[config.mk]
export PLATFORM = sky130hd
export DESIGN_NAME = modular_divider
export DESIGN_NICKNAME = d
export VERILOG_FILES = /design/src/rtl/modarith_pkg.sv /design/src/rtl/modmul_step.sv /design/src/rtl/modular_divider.sv
export SDC_FILE = /design/constraint.sdc
export NUM_CORES = 1
export LEC_CHECK = 0
export CAP_MARGIN = 20
export CORE_MARGIN = 2
export CORE_UTILIZATION = 55
export DETAILED_ROUTE_END_ITERATION = 8
export PLACE_DENSITY = 0.83
export SYNTH_ARGS = -nofsm -noshare
export SYNTH_HDL_FRONTEND = slang
export SYNTH_SLANG_ARGS = --single-unit
[constraint.sdc]
create_clock -name clk -period 7.3 [get_ports clk]
set_clock_uncertainty 0.2 [all_clocks]
set_input_delay 1.46 -clock clk [delete_from_list [all_inputs] [get_ports clk]]
set_output_delay 1.46 -clock clk [all_outputs]
set_load 0.005 [all_outputs]
[src/rtl/modarith_pkg.sv]
// rtl/modarith_pkg.sv - shared state encoding and width default for the modular arithmetic stages
package modarith_pkg;

    localparam int DEFAULT_WIDTH = 8;

    typedef enum logic [1:0] {
        IDLE = 2'd0,
        MUL  = 2'd1,
        DONE = 2'd2
    } mod_state_t;

endpackage

[src/rtl/modmul_step.sv]
// rtl/modmul_step.sv - one MSB-first interleaved modular multiply step
// Ports:
//   acc      - running accumulator, < p
//   x        - multiplicand, < p
//   p        - modulus
//   bit_in   - current multiplier bit
//   acc_next - ((2*acc) mod p + bit_in*x) mod p
module modmul_step #(
    parameter int WIDTH = 8
) (
    input  logic [WIDTH-1:0] acc,
    input  logic [WIDTH-1:0] x,
    input  logic [WIDTH-1:0] p,
    input  logic             bit_in,
    output logic [WIDTH-1:0] acc_next
);

    logic [WIDTH:0]   dbl;
    logic [WIDTH-1:0] dbl_mod;
    logic [WIDTH:0]   sum;
    logic [WIDTH-1:0] sum_mod;

    // Both operands of each reduction are below p, so the intermediate is
    // below 2p and a single conditional subtraction is enough.
    always_comb begin
        dbl     = {acc, 1'b0};
        dbl_mod = (dbl >= {1'b0, p}) ? WIDTH'(dbl - {1'b0, p}) : dbl[WIDTH-1:0];
        sum     = {1'b0, dbl_mod} + {1'b0, x};
        sum_mod = (sum >= {1'b0, p}) ? WIDTH'(sum - {1'b0, p}) : sum[WIDTH-1:0];
        acc_next = bit_in ? sum_mod : dbl_mod;
    end

endmodule

[src/rtl/modular_divider.sv]
// rtl/modular_divider.sv - computes (b * a_inverse) mod p with a bit-serial multiplier
// Ports:
//   clk, rst           - clock, asynchronous active-high reset
//   start              - begin a division, sampled only in IDLE
//   prime, a_inverse, b - modulus, inverse of the divisor, dividend
//   quotient, err      - result and operand error flag, held until next start
//   busy               - high during the WIDTH multiply cycles
//   done               - one-cycle completion pulse
module modular_divider
    import modarith_pkg::*;
#(
    parameter int WIDTH = DEFAULT_WIDTH
) (
    input  logic             clk,
    input  logic             rst,
    input  logic             start,
    input  logic [WIDTH-1:0] prime,
    input  logic [WIDTH-1:0] a_inverse,
    input  logic [WIDTH-1:0] b,
    output logic [WIDTH-1:0] quotient,
    output logic             busy,
    output logic             done,
    output logic             err
);

    localparam int CW = (WIDTH > 1) ? $clog2(WIDTH) : 1;
    localparam logic [CW-1:0] TOP_BIT = CW'(WIDTH - 1);

    mod_state_t       state;
    logic [WIDTH-1:0] p_reg;
    logic [WIDTH-1:0] x_reg;
    logic [WIDTH-1:0] b_reg;
    logic [WIDTH-1:0] acc;
    logic [CW-1:0]    cnt;
    logic [WIDTH-1:0] acc_next;
    logic             operand_bad;

    // Operands must all be residues below p, p must be a real modulus and the
    // inverse must be nonzero; anything else short-circuits to an error result.
    assign operand_bad = (prime < WIDTH'(2)) || (a_inverse == '0) ||
                         (a_inverse >= prime) || (b >= prime);

    modmul_step #(.WIDTH(WIDTH)) u_step (
        .acc      (acc),
        .x        (x_reg),
        .p        (p_reg),
        .bit_in   (b_reg[cnt]),
        .acc_next (acc_next)
    );

    always_ff @(posedge clk or posedge rst) begin
        if (rst) begin
            state    <= IDLE;
            p_reg    <= '0;
            x_reg    <= '0;
            b_reg    <= '0;
            acc      <= '0;
            cnt      <= '0;
            quotient <= '0;
            busy     <= 1'b0;
            done     <= 1'b0;
            err      <= 1'b0;
        end else begin
            case (state)
                IDLE: begin
                    if (start) begin
                        p_reg <= prime;
                        x_reg <= a_inverse;
                        b_reg <= b;
                        acc   <= '0;
                        cnt   <= TOP_BIT;
                        if (operand_bad) begin
                            state    <= DONE;
                            quotient <= '0;
                            err      <= 1'b1;
                            done     <= 1'b1;
                        end else begin
                            state <= MUL;
                            busy  <= 1'b1;
                        end
                    end
                end
                MUL: begin
                    acc <= acc_next;
                    if (cnt == '0) begin
                        state    <= DONE;
                        quotient <= acc_next;
                        err      <= 1'b0;
                        busy     <= 1'b0;
                        done     <= 1'b1;
                    end else begin
                        cnt <= cnt - CW'(1);
                    end
                end
                DONE: begin
                    state <= IDLE;
                    done  <= 1'b0;
                end
                default: begin
                    state <= IDLE;
                    busy  <= 1'b0;
                    done  <= 1'b0;
                end
            endcase
        end
    end

endmodule

==> results of run 1 <==
## synth_stat cells, types with 2 or more instances
cell type	number	area share
mux2i_1	9	0.025
mux4_2	2	0.012
xor2_1	3	0.0072
o211ai_1	2	0.0041
nand2_1	25	0.026
dfrtp_1	48	0.33
mux2_2	18	0.056
o22ai_1	2	0.0034
nor2b_1	10	0.017
a21boi_0	2	0.0041
nor4_1	5	0.0086
a32o_1	3	0.0082
mux2_1	5	0.015
a211oi_1	5	0.010
o21bai_1	2	0.0041
a21oi_1	17	0.023
nand2b_1	11	0.019
clkbuf_1	4	0.0041
or3_1	4	0.0069
nor3_1	5	0.0069
o311ai_1	2	0.0048
ha_1	43	0.15
a21o_1	12	0.025
o21ai_1	3	0.0041
inv_1	31	0.032
o21ai_0	23	0.032
nand4_1	6	0.010
mux2_4	3	0.012
nor2_1	28	0.029
xnor2_1	4	0.0096
o21a_1	5	0.010
fa_1	3	0.016
o31a_1	2	0.0048
## cell type report
cell class                 count  area (sq um)
inverter                      32           120
clock buffer                   5          68.8
multi-input combinational    289          2300
clock inverter                 3          47.5
fill                         493          2150
timing repair buffer          39           398
tap                           77          96.3
sequential                    48          1200
## worst max-delay path: cells and delay by family (launching register included)
kind / cells / cell delay, ns
AOI/OAI and AO/OA: 6 / 1.26
muxes: 3 / 0.97
and+or+nand+nor: 8 / 1.68
adders and majority gates: 3 / 1.07
DFF: 1 / 0.35
buffers and inverters: 1 / 0.11
## routing by layer
layer / global-route usage / share of wire / wire (microns)
met5: 0 / 0 / 0
met4: 0.128 / 0.039 / 347
met3: 0.0409 / 0.045 / 393
met2: 0.453 / 0.50 / 4380
met1: 0.327 / 0.42 / 3670
## through the flow
stage / utilization / setup WS, ns / cells
after floorplan: - / 2.30 / 374
after global placement: 0.641 / 1.76 / 484
after detailed placement: 0.641 / 1.67 / 484
after CTS: 0.659 / 1.62 / 492
after global routing: 0.663 / 1.25 / 493
final: 0.663 / 1.54 / 493
## logic make-up (layout without fill, tap and decap cells)
kind of cell             after synthesis  after routing  share of synthesized area
XOR/XNOR                               7              7                     0.0168
AO/OA/AOI/OAI                         96             96                      0.186
multiplexers                          37             37                      0.121
AND/OR/NAND/NOR                      103            103                      0.143
buffers and inverters                 37             79                     0.0391
flip-flops                            48             48                      0.330
adder cells (fa/ha/maj)               46             46                      0.164
## final timing paths
kind	startpoint	endpoint	slack [ns]	cells past startpoint
hold / removal	quotient[3]	quotient[3]	0.30	1
min in group asynchronous	rst	busy	1.20	2
setup reg to reg	p_reg[4]	quotient[4]	1.54	21
hold reg to reg	quotient[3]	quotient[3]	0.30	1
setup / recovery	p_reg[4]	quotient[4]	1.54	21
max in group asynchronous	rst	x_reg[0]	5.21	3
==> flow_summary.yaml, run 1 <==
finish:
  layout_common_cells: "dfrtp_1, ha_1, clkdlybuf4s50_1"
  area_delta_synth_final_pct: 16.1
  final_common_cell: "dfrtp_1"
  fin_area_sq_mm: 0.00423
  final_layout_size_suffix_gt1_frac: 0.113
  nets: 488
  n_antenna_cell: 0
clock_network:
  cts_hold_buf: 0
  cts.repair.resized: 0
  clk_latency_ns: 0.31
  clk_pin_slew_worst_paths_ns: 0.10
  cts_num_sinks: 48
  cts_root_buf: "clkbuf_8"
  cts_buffer_depth: 2
  cts_tree: "built"
  htreeDepth: 2
  cts_buffers: 5
  cts_setup_buffers: 0
detailed_routing:
  vias: 3003
  wire_per_inst_microns: 17.8
  drc: 0
  dr.first_iter.drc_count: 176
  drtAntennaViolNets: 0
  via_per_inst: 6.09
  wl_microns: 8790
  firstDrtPassIters: 5
setup_path:
  timing.critical_path.mode_cell: "ha_1"
  cp_slowest_cell: "nor3_4"
  crit_chain: "inv_1 > ha_1 > and4_1 > and3_1 > nor3_2 > a21oi_4 > mux2_2 > ha_1 > nor2b_1 > o31ai_2 > a21boi_0 > nor3_1 > nor2_1 > ha_1 > nand4_1 > a211oi_2 > o31a_4 > nor3_4 > mux2i_1 > o22ai_1 > mux2_1"
  worstPathRequired_ns: 7.31
  cp.arrival_ns: 5.76
  critPathMaxStageDelay_ns: 0.41
  critPathMaxFanout: 9
  cp-end-kind: "register"
  start_kind: "register"
  critPathKind: "reg2reg"
synthesis:
  async_flop_share: 1.00
  seq_area_frac_synth: 0.330
  synth_fp_nets: 447
  synthDistinctLibCells: 60
  avgSynthCellArea_sq_um: 9.74
  yosys_warnings: 0
  syn_area_sq_mm: 0.00364
  synthFlopType: "dfrtp_1"
  synth_edf_count: 0
  syn_inst: 374
  ys_ff_latch: 48
global_routing:
  grt_usage: 0.265
  grt_pass1_vias: 3107
  grt_overflow: 0
  antenna_found_initial: 0
  grt_max_degree: 49
  grt_pass1_wl_microns: 15200
hold_path:
  hold_class: "reg2reg"
place:
  dp_hpwl_microns: 7010
  place_area_sq_mm: 0.00410
  gp_congestion: 0.951
  port_buffers: 37
timing:
  min_period_ns: 5.76
  max_slew_margin: 0.509
  setup_violations: 0
  hold_slack_ns: 0.303
  fmax_mhz: 174
  worstMarginPinSlew_ns: 0.735
  finalCritPeriodShare: 0.788
  slew_viol_final: 0
  grt_setup_unrepaired: "false"
  setup_tns_ns: 0
  final_hold_viol_count: 0
floorplanning:
  dieArea_sq_mm: 0.00729
  row_count: 29
  die_w_microns: 85.4
  core_sq_mm: 0.00639
  initial_core_util: 0.571
  die_height_microns: 85.4
  io_pins: 38
run:
  drv_cap: 0
outcome:
  outcome: "finished, final reports clean"
Power of run 1 is left out: the tool's default activity adds up to more than one toggle a clock period on the data nets, which glitch-free logic cannot reach.
==> run 2: changes to the inputs <==
clock period = 5.73 ns   (was 7.3 ns; I/O delays follow)
==> run 2 against run 1 <==
Non-clock buffer count is 5 higher. First-iteration DRC count fell by 14%. Global-route usage rose by 0.27 points. Flip-flop and latch count is the same.
==> flow_summary.yaml, run 2 (synthesis results as in run 1) <==
outcome:
  outcome: "finished, final reports clean"
finish:
  n_antenna_cell: 0
  nets: 494
  multiInputGateArea_sq_mm: 0.00239
  ff_latch_area_sq_mm: 0.00120
  area_delta_synth_final_pct: 18.9
  stdcell_count: 499
  final_layout_size_suffix_gt1_frac: 0.152
  final.fill_count: 482
  layout_common_cells: "dfrtp_1, ha_1, clkdlybuf4s50_1"
  final_common_cell: "dfrtp_1"
place:
  post-place-ws_ns: 0.0699
  port_buffers: 37
  dp_cells: 484
  gp_congestion: 0.904
  dp_hpwl_microns: 7250
run:
  drv_cap: 0
setup_path:
  cp.arrival_ns: 5.52
  path_delay_family: "compound AO/OA/AOI/OAI gates"
  critPathKind: "reg2reg"
  reg2regPathDepth: 23
  r2r-end: "quotient[6]"
  crit_cells: 23
  cp_slowest_cell: "a2111o_1"
  timing.critical_path.mode_cell: "ha_1"
  rr_startpoint: "p_reg[6]"
  path_buf_inv: 3
  cp-end-kind: "register"
  worstPathRequired_ns: 5.74
  startpoint: "p_reg[6]"
  critPathMaxStageDelay_ns: 0.41
  endpoint: "quotient[6]"
  critPathMaxFanout: 6
  regToRegSetupSlack_ns: 0.22
  start_kind: "register"
  crit_chain: "inv_1 > ha_1 > and4_1 > and3_1 > nor3_2 > a21oi_4 > buf_4 > mux2i_1 > inv_1 > ha_1 > o21a_1 > o31ai_4 > a21boi_2 > o21a_1 > nor2_1 > ha_1 > nand4_1 > a211oi_2 > o31a_4 > nor3_2 > a2111o_1 > a32o_1 > mux2_4"
global_routing:
  grt_pass1_wl_microns: 15200
  grt_pass1_vias: 3118
  antenna_found_initial: 0
  grt_overflow: 0
  grt_usage: 0.268
  grt_max_degree: 49
detailed_routing:
  firstDrtPassIters: 4
  drc: 0
  vias: 3078
  wire_per_inst_microns: 18.8
  drtAntennaViolNets: 0
  via_per_inst: 6.17
  dr.first_iter.drc_count: 151
  wl_microns: 9370
timing:
  fmax_mhz: 182
  hold_slack_ns: 0.291
  min_period_ns: 5.51
  slew_viol_final: 0
  final_hold_viol_count: 0
  setup_tns_ns: 0
  fin_ws_ns: 0.221
  max_slew_margin: 0.496
  setup_violations: 0
  finalCritPeriodShare: 0.961
  worstMarginPinSlew_ns: 0.755
clock_network:
  htreeDepth: 2
  cts_buffers: 5
  cts_tree: "built"
  cts_num_sinks: 48
  clk_latency_ns: 0.32
  cts_buffer_depth: 2
  cts_root_buf: "clkbuf_8"
  clk_pin_slew_worst_paths_ns: 0.10
floorplanning:
  row_count: 29
  initial_core_util: 0.571
  io_pins: 38
  dieArea_sq_mm: 0.00729
  core_sq_mm: 0.00639
  die_height_microns: 85.4
  die_w_microns: 85.4
hold_path:
  hold_class: "reg2reg"
-- run 2: final cells by class --
type,instances,share of cell area
sequential,48,0.277
multi-input combinational,290,0.551
clock inverter,3,0.00578
tap,77,0.0222
clock buffer,5,0.0159
inverter,32,0.0277
timing repair buffer,44,0.100
-- run 2: how the worst min path moves through the flow --
stage / start / to / slack [ns] / depth (start not counted)
6_report: quotient[3] / quotient[3] / 0.29 / 1
5_1_grt: b_reg[2] / b_reg[2] / 0.33 / 1
4_1_cts: quotient[3] / quotient[3] / 0.30 / 1
3_5_place_dp: quotient[3] / quotient[3] / 0.28 / 1
3_3_place_gp: b_reg[0] / b_reg[0] / 0.26 / 2
2_1_floorplan: b_reg[0] / b_reg[0] / 0.25 / 2
-- run 2: routing by layer --
layer | global-route usage | wire (microns) | up-vias
met2 | 0.467 | 4680 | 115
met3 | 0.0477 | 473 | 27
met4 | 0.113 | 306 | 0
met1 | 0.325 | 3900 | 1482
met5 | 0 | 0 | -
li1 | - | - | 1454
-- run 2: what timing repair did --
item	in CTS	in global routing
resized for setup	0	16
buffers inserted	0	5
hold buffers	0	0
setup endpoints to repair	0	14
-- run 2: metrics by stage --
stage                     instance area [sq um]  utilization
after global routing                       4330        0.678
final                                      4330        0.678
after global placement                     4100        0.641
after floorplan                            3640            -
after CTS                                  4190        0.656
after detailed placement                   4100        0.641
Power of run 2 is left out for the same reason.
